File: config.mk
export PLATFORM = sky130hd
export DESIGN_NAME = game_sequencer
export DESIGN_NICKNAME = d
export VERILOG_FILES = /design/src/rtl/game_pkg.sv /design/src/rtl/frame_timer.sv /design/src/rtl/game_sequencer.sv
export SDC_FILE = /design/constraint.sdc
export NUM_CORES = 1
export LEC_CHECK = 0
export BUFFER_PORTS_ARGS = -buffer_cell sky130_fd_sc_hd__clkbuf_2
export CELL_PAD_IN_SITES_DETAIL_PLACEMENT = 0
export CELL_PAD_IN_SITES_GLOBAL_PLACEMENT = 2
export CORE_ASPECT_RATIO = 1.5
export CORE_MARGIN = 5
export CORE_UTILIZATION = 36
export DETAILED_ROUTE_END_ITERATION = 16
export PLACE_DENSITY_LB_ADDON = 0.1
export SLEW_MARGIN = 25
export SYNTH_ARGS = -nofsm -noshare
export SYNTH_HDL_FRONTEND = slang
export SYNTH_SLANG_ARGS = --single-unit
File: constraint.sdc
create_clock -name clk -period 3.25 [get_ports clk]
set_input_delay 0.325 -clock clk [delete_from_list [all_inputs] [get_ports clk]]
set_output_delay 0.325 -clock clk [all_outputs]
set_load 0.05 [all_outputs]
File: src/rtl/game_pkg.sv
// Shared types, constants and helpers for the per-frame game sequencer.
package game_pkg;

  typedef enum logic [1:0] {
    IDLE  = 2'd0,
    PLAY  = 2'd1,
    SCORE = 2'd2,
    DEATH = 2'd3
  } state_t;

  localparam int BASE_GHOST_SCORE = 200;
  localparam int SCORE_W          = 12;
  localparam int COMBO_W          = 2;
  localparam int MAX_GHOSTS       = 32;

  // Index of the lowest set bit; returns 0 for an all-zero vector.
  function automatic logic [4:0] lowest_set(input logic [MAX_GHOSTS-1:0] v);
    logic [4:0] r;
    r = '0;
    for (int i = MAX_GHOSTS - 1; i >= 0; i--) begin
      if (v[i]) r = 5'(i);
    end
    return r;
  endfunction

  // Combo steps 0..3 and then sticks, so scores cap at 1600 however many ghosts exist.
  function automatic logic [COMBO_W-1:0] combo_next(input logic [COMBO_W-1:0] c);
    return (c == 2'd3) ? c : c + 2'd1;
  endfunction

endpackage

File: src/rtl/frame_timer.sv
// Loadable frame down-counter; stops at zero, load wins over enable.
module frame_timer #(
  parameter int W = 8
) (
  input  logic         clk,
  input  logic         rst,
  input  logic         load,
  input  logic [W-1:0] load_val,
  input  logic         en,
  output logic [W-1:0] value,
  output logic         zero
);

  // Count register: load has priority, otherwise decrement while enabled and nonzero.
  always_ff @(posedge clk) begin
    if (rst) begin
      value <= '0;
    end else if (load) begin
      value <= load_val;
    end else if (en && (value != '0)) begin
      value <= value - 1'b1;
    end
  end

  assign zero = (value == '0);

endmodule

File: src/rtl/game_sequencer.sv
// Per-frame game-state sequencer: play/score/death freeze, fright timer,
// serialised ghost-eat combo scoring and ghost animation toggle.
module game_sequencer
  import game_pkg::*;
#(
  parameter int N_GHOSTS           = 4,
  parameter int FRIGHT_FRAMES      = 360,
  parameter int FLASH_FRAMES       = 120,
  parameter int SCORE_PAUSE_FRAMES = 60,
  parameter int DEATH_FRAMES       = 90,
  parameter int ANIM_DIV           = 8
) (
  input  logic                                      clk,
  input  logic                                      rst,
  input  logic                                      start,
  input  logic                                      power_pellet,
  input  logic [N_GHOSTS-1:0]                       ghost_eaten,
  input  logic                                      pacman_dead,
  output logic [1:0]                                state,
  output logic                                      pause,
  output logic                                      frightened,
  output logic                                      fright_flash,
  output logic [((N_GHOSTS > 1) ? $clog2(N_GHOSTS) : 1)-1:0] eaten_ghost,
  output logic [1:0]                                combo_idx,
  output logic [11:0]                               score_add,
  output logic                                      ghost_animation
);

  localparam int IDX_W     = (N_GHOSTS > 1) ? $clog2(N_GHOSTS) : 1;
  localparam int FRIGHT_W  = $clog2(FRIGHT_FRAMES + 1);
  localparam int PAUSE_MAX = (SCORE_PAUSE_FRAMES > DEATH_FRAMES) ? SCORE_PAUSE_FRAMES : DEATH_FRAMES;
  localparam int PAUSE_W   = $clog2(PAUSE_MAX + 1);
  localparam int ANIM_W    = (ANIM_DIV > 1) ? $clog2(ANIM_DIV) : 1;

  state_t              cur_state;
  logic [N_GHOSTS-1:0] pending;
  logic [ANIM_W-1:0]   anim_cnt;

  logic [FRIGHT_W-1:0] fright_val;
  logic                fright_zero;
  logic                fright_load;
  logic [FRIGHT_W-1:0] fright_load_val;
  logic                fright_en;

  logic [PAUSE_W-1:0]  pause_cnt_unused;
  logic                pause_zero;
  logic                pause_load;
  logic [PAUSE_W-1:0]  pause_load_val;
  logic                pause_en;

  logic                in_play;
  logic                in_score;
  logic                in_death;
  logic                go_death;
  logic                do_score;
  logic [N_GHOSTS-1:0] pend_next;
  logic [N_GHOSTS-1:0] clr_mask;
  logic [IDX_W-1:0]    sel_idx;
  logic [COMBO_W-1:0]  combo_base;
  logic [SCORE_W-1:0]  score_val;

  frame_timer #(.W(FRIGHT_W)) u_fright_timer (
    .clk      (clk),
    .rst      (rst),
    .load     (fright_load),
    .load_val (fright_load_val),
    .en       (fright_en),
    .value    (fright_val),
    .zero     (fright_zero)
  );

  frame_timer #(.W(PAUSE_W)) u_pause_timer (
    .clk      (clk),
    .rst      (rst),
    .load     (pause_load),
    .load_val (pause_load_val),
    .en       (pause_en),
    .value    (pause_cnt_unused),
    .zero     (pause_zero)
  );

  assign frightened   = ~fright_zero;
  assign fright_flash = frightened & (fright_val <= FRIGHT_W'(FLASH_FRAMES)) & fright_val[3];
  assign pause        = in_score | in_death;
  assign state        = cur_state;

  // Shared frame decisions: eat capture, next ghost to score, timer controls.
  always_comb begin
    in_play    = (cur_state == PLAY);
    in_score   = (cur_state == SCORE);
    in_death   = (cur_state == DEATH);
    go_death   = (in_play | in_score) & pacman_dead;
    // Eats only count while frightened; already-pending eats survive regardless.
    pend_next  = pending | (frightened ? ghost_eaten : '0);
    sel_idx    = IDX_W'(lowest_set(MAX_GHOSTS'(pend_next)));
    clr_mask   = '0;
    clr_mask[sel_idx] = 1'b1;
    // A pellet in the same frame as an eat resets the combo before that eat is scored.
    combo_base = (in_play & power_pellet) ? '0 : combo_idx;
    score_val  = SCORE_W'(BASE_GHOST_SCORE) << combo_base;
    do_score   = ~go_death & (pend_next != '0) & (in_play | (in_score & pause_zero));

    fright_load     = go_death | (in_play & power_pellet);
    fright_load_val = go_death ? '0 : FRIGHT_W'(FRIGHT_FRAMES);
    fright_en       = in_play;

    pause_load      = go_death | do_score;
    pause_load_val  = go_death ? PAUSE_W'(DEATH_FRAMES - 1) : PAUSE_W'(SCORE_PAUSE_FRAMES - 1);
    pause_en        = in_score | in_death;
  end

  // Main sequencer FSM with registered outputs; score_add is a one-frame pulse.
  always_ff @(posedge clk) begin
    if (rst) begin
      cur_state       <= IDLE;
      pending         <= '0;
      combo_idx       <= '0;
      eaten_ghost     <= '0;
      score_add       <= '0;
      anim_cnt        <= '0;
      ghost_animation <= 1'b0;
    end else begin
      score_add <= '0;
      case (cur_state)
        IDLE: begin
          if (start) cur_state <= PLAY;
        end

        PLAY: begin
          if (anim_cnt == ANIM_W'(ANIM_DIV - 1)) begin
            anim_cnt        <= '0;
            ghost_animation <= ~ghost_animation;
          end else begin
            anim_cnt <= anim_cnt + 1'b1;
          end

          if (go_death) begin
            cur_state <= DEATH;
            pending   <= '0;
            combo_idx <= '0;
          end else if (do_score) begin
            cur_state   <= SCORE;
            eaten_ghost <= sel_idx;
            score_add   <= score_val;
            pending     <= pend_next & ~clr_mask;
            combo_idx   <= combo_next(combo_base);
          end else begin
            pending   <= pend_next;
            combo_idx <= combo_base;
          end
        end

        SCORE: begin
          if (go_death) begin
            cur_state <= DEATH;
            pending   <= '0;
            combo_idx <= '0;
          end else if (do_score) begin
            eaten_ghost <= sel_idx;
            score_add   <= score_val;
            pending     <= pend_next & ~clr_mask;
            combo_idx   <= combo_next(combo_base);
          end else begin
            pending <= pend_next;
            if (pause_zero) cur_state <= PLAY;
          end
        end

        DEATH: begin
          if (pause_zero) cur_state <= PLAY;
        end
      endcase
    end
  end

endmodule

# --- Word level (Yosys, flattened, before mapping) ---
# Index checks and enable logic that the tools add are counted.
word_totals:
  ff_bits: 42
  elab_cells: 94
classes:
  n_lt_le_gt_ge: 3
  n_reduce_logical: 18
  eq_ne: 9
  add_sub_neg: 4
  n_mux: 30
  shift: 1
  bitwise_logic: 20
ops:
  columns: ["operator", "n"]
  rows:
  - ["two-way mux 2 bit", 16]
  - ["two-way mux 9 bit", 3]
  - ["two-way mux 7 bit", 3]
  - ["two-way mux 4 bit", 3]
  - ["left shift 8 x 2 -> 12 bit, first input constant", 1]
  - ["<= comparator 9 x 7 -> 1 bit, second input constant", 1]
  - ["logical NOT 9 bit", 1]
  - ["nonzero test 9 bit", 1]
  - ["subtractor 9 x 1 -> 9 bit, second input constant", 1]
  - ["one-hot mux 2 bit (4 select lines)", 1]
  - ["AND 1 bit", 7]
  - ["logical NOT 7 bit", 1]
  - ["nonzero test 7 bit", 1]
  - ["subtractor 7 x 1 -> 7 bit, second input constant", 1]
  - ["== test 2 bit, second input constant", 3]
  - ["inequality test 3 bit, second input constant", 2]
  - ["AND reduction 3 bit", 2]
  - ["nonzero test 2 bit", 3]
  - ["NOT 1 bit", 5]
  - ["OR 1 bit", 5]
  - ["AND 4 bit", 1]
  - ["NOT 4 bit", 1]
  - ["OR 4 bit", 1]
  - ["one-hot mux 2 bit (2 select lines)", 1]
  - ["17 further kinds", 20]

# --- Logic depth before layout (Yosys ltp) ---
depth:
  word_depth: 15
  ltp_mapped: 9
  depth_no_buf: 8

# --- Modules after synthesis ---
# From an unflattened synthesis, not the netlist that was laid out.
unflattened:
  cells_unflattened: 261
  hier_area_um2: 2233.4
by_module_without_submodules:
  columns: ["mod", "n_inst", "area_per_inst_um2", "cells_each"]
  rows:
  - ["game_sequencer", 1, 1209.9, 143]
  - ["frame_timer at u_fright_timer", 1, 604.3, 70]
  - ["frame_timer at u_pause_timer", 1, 419.2, 48]

# --- Least setup slack after synthesis ---
# OpenSTA, ideal clock, no wires.
synth_timing:
  path_type: "flip-flop to output port"
  startpoint: "register u_fright_timer.value[0]"
  endpoint: "output fright_flash"
  path_stages_with_launch: 5
  slack_ns: 0.694
  required_time_ns: 2.925
  arrival_time_ns: 2.231
  cell_sequence: "dfxtp_1 -> inv_1 -> ha_1 -> a21oi_1 -> nor4b_1"
synth_via:
  elab_chain_cells: 4
  word_cells_on_any_way: 5
  cone_classes: "order compare: 1; bitwise: 3; reduce/logical: 1"
synth_rtl:
  columns: ["element", "line_no", "text"]
  rows:
  - ["start, declared", "frame_timer.sv:10", "output logic [W-1:0] value,"]
  - ["start signal, assigned", "frame_timer.sv:19", "value <= load_val;"]
  - ["start signal, assigned", "frame_timer.sv:21", "value <= value - 1'b1;"]
  - ["parallel branches: the longest is 2 deep, another holds <= comparator 9 x 7 -> 1 bit", null, null]
  - ["AND 1 bit (*) (2 in a row)", "game_sequencer.sv:83", "assign fright_flash = frightened & (fright_val <= FRIGHT_W'(FLASH_FRAMES)) & fright_val[3];"]
  - ["end, declared", "game_sequencer.sv:22", "output logic fright_flash,"]
# Mark *: on every way between the ends.

# --- Final worst setup path ---
layout_timing:
  startpoint: "register cur_state[0], in the netlist state[0]"
  endpoint: "register cur_state[1], in the netlist state[1]"
layout_via:
  elab_chain_cells: 8
  word_cells_on_any_way: 18
  cone_classes: "eq/ne: 6; mux: 3; bitwise: 7; reduce/logical: 2"
layout_rtl:
  columns: ["element", "line_no", "text"]
  rows:
  - ["start, declared", "game_sequencer.sv:35", "state_t cur_state;"]
  - ["start signal, assigned", "game_sequencer.sv:115", "cur_state <= IDLE;"]
  - ["start signal, assigned", "game_sequencer.sv:126", "if (start) cur_state <= PLAY;"]
  - ["start signal, assigned", "game_sequencer.sv:138", "cur_state <= DEATH;"]
  - ["== test 2 x 1 -> 1 bit or == test 2 bit (tied branches)", "game_sequencer.sv:89, game_sequencer.sv:124, game_sequencer.sv:90", null]
  - ["OR 1 bit", "game_sequencer.sv:92", "go_death = (in_play | in_score) & pacman_dead;"]
  - ["AND 1 bit", "game_sequencer.sv:92", null]
  - ["NOT 1 bit (no line)", null, null]
  - ["AND 1 bit (2 in a row)", "game_sequencer.sv:101", "do_score = ~go_death & (pend_next != '0) & (in_play | (in_score & pause_zero));"]
  - ["inequality test 3 bit (no line)", null, null]
  - ["AND reduction 3 bit (no line)", null, null]
# Parallel ways exist; a longest one is shown, timed or not.
# A chain may end at the register's enable or synchronous reset.

==> results.md <==
- Total of flip-flops plus latches after synthesis: 38
- Via count of the first global-routing pass: 1,886
- First-pass GRT wire length: 9.08 mm
- Placer's final routability congestion estimate: 0.789
- Sequential cell area fraction in the yosys report: 36.0%
- Worst R2R Setup Slack: 0.91 ns
- Initial DRC count: 36
- First-pass detailed-route iteration total: 4
- Clock root buffer: sky130_fd_sc_hd__clkbuf_8
- Logic gate share of total power: 59.7%
- Fraction of layout instances using a drive strength above 1: 16.2%
- Number of buffers added on ports: 26
- Average instance area after synthesis: 8.38 um^2
- VDD IR-drop max: 632 uV
- # Max-Cap Violations: 0
- Number of levels in the clock H-tree: 2
- Number of enable-type register cells in the synthesized netlist: 0
- Capturing element of the worst setup path: state[1]
- Netlist area before placement: 0.00211 mm^2
- Final Max Tran Viols: 0
- Cell Int Power: 1.44 mW
- Placed cell count: 341
- Global routing usage summed across all routing layers: 15.1%
- CTS clk-pin slew, worst paths: 0.08 ns
- Maximum achievable frequency: 427 MHz
- Power per cell area: 1180 mW/mm^2
- Number of post-CTS setup repair buffers: 0
- Worst reg2reg path endpoint: state[1]
- Run status: completed
- Area leader, netlist: sky130_fd_sc_hd__dfxtp_1
- P_leak: 1.01 nW
- Fillcell total: 604
- # hold bufs at CTS: 0
- Final Worst Setup Slack: 0.909 ns
- DIE AREA: 0.00753 mm^2
- Sequence of cells on the critical path: inv_1, ha_1, and2_1, a211o_1, mux2i_1, a32o_1
- Number of top-level pins: 31
- Diodes inserted: 0
- Die span in y: 104 um
- Place WS: 0.907 ns
- Routed wire length: 5.31 mm
- Reg-to-reg startpoint: state[0]
- Number of buffers on the longest clock path: 2
- Synthesis Warnings: 0
- Clock buffer count from CTS: 5
- Worst slew slack as a fraction of its limit: 50.3%
- Critical path startpoint category: flip-flop
- FP Rows: 34
- Skew-Pair Late Insertion Delay: 0.29 ns
- Worst hold path type: in -> reg
- Final global-route overflow total: 0
- Number of nets at the end of the flow: 296
- Period Utilization, post-route: 72.0%
- Slew at the pin closest to its max-slew limit: 0.739 ns
- Total number of vias: 1,836
- Required time of the worst setup path: 3.49 ns
- Average wire length per cell after detail routing: 15.2 um
- Fin cells: 349
- TritonCTS clock tree: built
- Critical path launch point: state[0]
- Maximum fanout count along the critical path: 11
- Number of cells on the worst reg-to-reg path: 6
- Fin crit period: 2.34 ns
- Post-Synthesis Cells: 252
- Area growth from synthesis to layout: 13.3%
- Largest net degree at the start of global routing: 27
- P_sw: 1.39 mW
- Resize count post-CTS: 0
- Part of the total power dissipated in the clock network: 14.4%
- Commonest cells after routing, fill and taps aside: sky130_fd_sc_hd__dfxtp_1, sky130_fd_sc_hd__nor2_1, sky130_fd_sc_hd__clkbuf_2
- Final hold viol count: 0
- Chip Width: 72.5 um
- Core Footprint: 0.00574 mm^2
- Unrepaired setup endpoints after global routing: no
- Setup_tns: 0 ns
- Drt via density: 5.26
- Async set-or-reset flop fraction in the synthesized netlist: 0%
- Slowest cell on the critical path: sky130_fd_sc_hd__ha_1
- Total DRC errors in the routed layout: 0
- Most common cell after layout, fill and taps aside: sky130_fd_sc_hd__dfxtp_1
- Slowest cell delay on critical path: 0.48 ns
- Number of clock sinks seen by CTS: 38
- Initial antenna violation count: 0
- Data arrival time at the worst-slack endpoint: 2.58 ns
- Area share of the largest cell type after synthesis: 36.0%
- Share of total power consumed by net switching: 49.2%
- Primary flip-flop cell chosen by synthesis mapping: sky130_fd_sc_hd__dfxtp_1
- Synth top area cells: sky130_fd_sc_hd__dfxtp_1, sky130_fd_sc_hd__ha_1, sky130_fd_sc_hd__a21oi_1, sky130_fd_sc_hd__nor2_1, sky130_fd_sc_hd__nand2_1
- Total setup violations reported at the end of the flow: 0
- HPWL after DPL: 4.12 mm
- Worst clock skew: 0.00828 ns
- Initial cell density of the core: 36.8%
- Number of distinct library cells after synthesis: 54
- Critical Path End Type: flip-flop
- Crit Path Category: reg -> reg
- Power share of the sequential group: 25.9%
- Hold slack final: 0.406 ns
- Routed Antenna Nets: 0
## logic make-up (layout without fill, tap and decap cells)
group                      after synthesis  in the layout  synth area share, %
muxes                                    5              5                 2.37
other                                    1              4                0.178
buffers and inverters                   28             50                 6.11
AOI/OAI and AO/OA                       63             63                 21.3
and+or+nand+nor                         97             97                 23.8
adders and majority gates               11             11                 6.52
xor gates and xnor gates                 9              9                 3.73
DFF                                     38             38                 36.0
## per-stage QoR
step                instance area, um^2  util [%]  power [mW]
finish                             2390      41.6        2.83
global placement                   2280      39.7        2.47
global route                       2390      41.6        3.07
floorplan                          2120         -        2.08
detailed placement                 2280      39.7        2.44
CTS                                2390      41.6        2.87
## metal layers
metal | GRT usage, % | share of wire, % | up-vias
li1 | - | - | 937
met3 | 2.81 | 3.3 | 11
met1 | 16.7 | 40 | 845
met2 | 27.0 | 54 | 43
met5 | 0 | 0 | -
met4 | 6.46 | 2.4 | 0
## registers in the layout, indices dropped and copies added, names as in the netlist
name and count:
u_fright_timer.value 9, score_add 8, u_pause_timer.value 7, pending 4
anim_cnt 3, combo_idx 2, eaten_ghost 2, state 2
ghost_animation 1
## area by class of cell
class / count / area [um^2] / share of cell area (%)
clock inverter: 3 / 45.0 / 1.88
multi-input combinational: 189 / 1230 / 51.5
inverter: 15 / 56.3 / 2.35
tap: 72 / 90.1 / 3.77
sequential: 38 / 761 / 31.8
clock buffer: 5 / 68.8 / 2.88
timing repair buffer: 27 / 138 / 5.76
## cell usage after synthesis, types with 5 or more instances
cell type,count
sky130_fd_sc_hd__mux2i_1,5
sky130_fd_sc_hd__nor2_1,29
sky130_fd_sc_hd__ha_1,11
sky130_fd_sc_hd__nand2_1,23
sky130_fd_sc_hd__inv_1,15
sky130_fd_sc_hd__nor3_1,9
sky130_fd_sc_hd__dfxtp_1,38
sky130_fd_sc_hd__xnor2_1,5
sky130_fd_sc_hd__o21ai_0,5
sky130_fd_sc_hd__a21oi_1,23
sky130_fd_sc_hd__clkbuf_1,7
sky130_fd_sc_hd__nand3_1,5
## worst max-delay path: cells and delay by family, from the launching register on
kind | cells | cell delay, ns
multiplexers | 1 | 0.27
flip-flops | 1 | 0.45
AO/OA/AOI/OAI | 2 | 0.54
AND/OR/NAND/NOR | 1 | 0.45
buffers and inverters | 1 | 0.10
adder cells (fa/ha/maj) | 1 | 0.48
## power by group through the flow
stage / sequential (mW) / clock (mW) / combinational [mW]
finish: 0.734 / 0.408 / 1.69
detailed placement: 0.743 / 0 / 1.70
floorplan: 0.766 / 0 / 1.31
global placement: 0.745 / 0 / 1.72
CTS: 0.731 / 0.426 / 1.71
global route: 0.755 / 0.446 / 1.87
## how the worst min path moves through the flow
stage / from / endpoint / slack [ns] / depth (start not counted)
2_1_floorplan: anim_cnt[1] / anim_cnt[1] / 0.46 / 2
3_3_place_gp: anim_cnt[1] / anim_cnt[1] / 0.48 / 2
3_5_place_dp: eaten_ghost[1] / eaten_ghost[1] / 0.48 / 2
4_1_cts: ghost_eaten[2] / pending[2] / 0.39 / 3
5_1_grt: pacman_dead / pending[2] / 0.43 / 3
6_report: ghost_eaten[2] / pending[2] / 0.41 / 3
No activity file was read; power rests on OpenSTA's default activity.
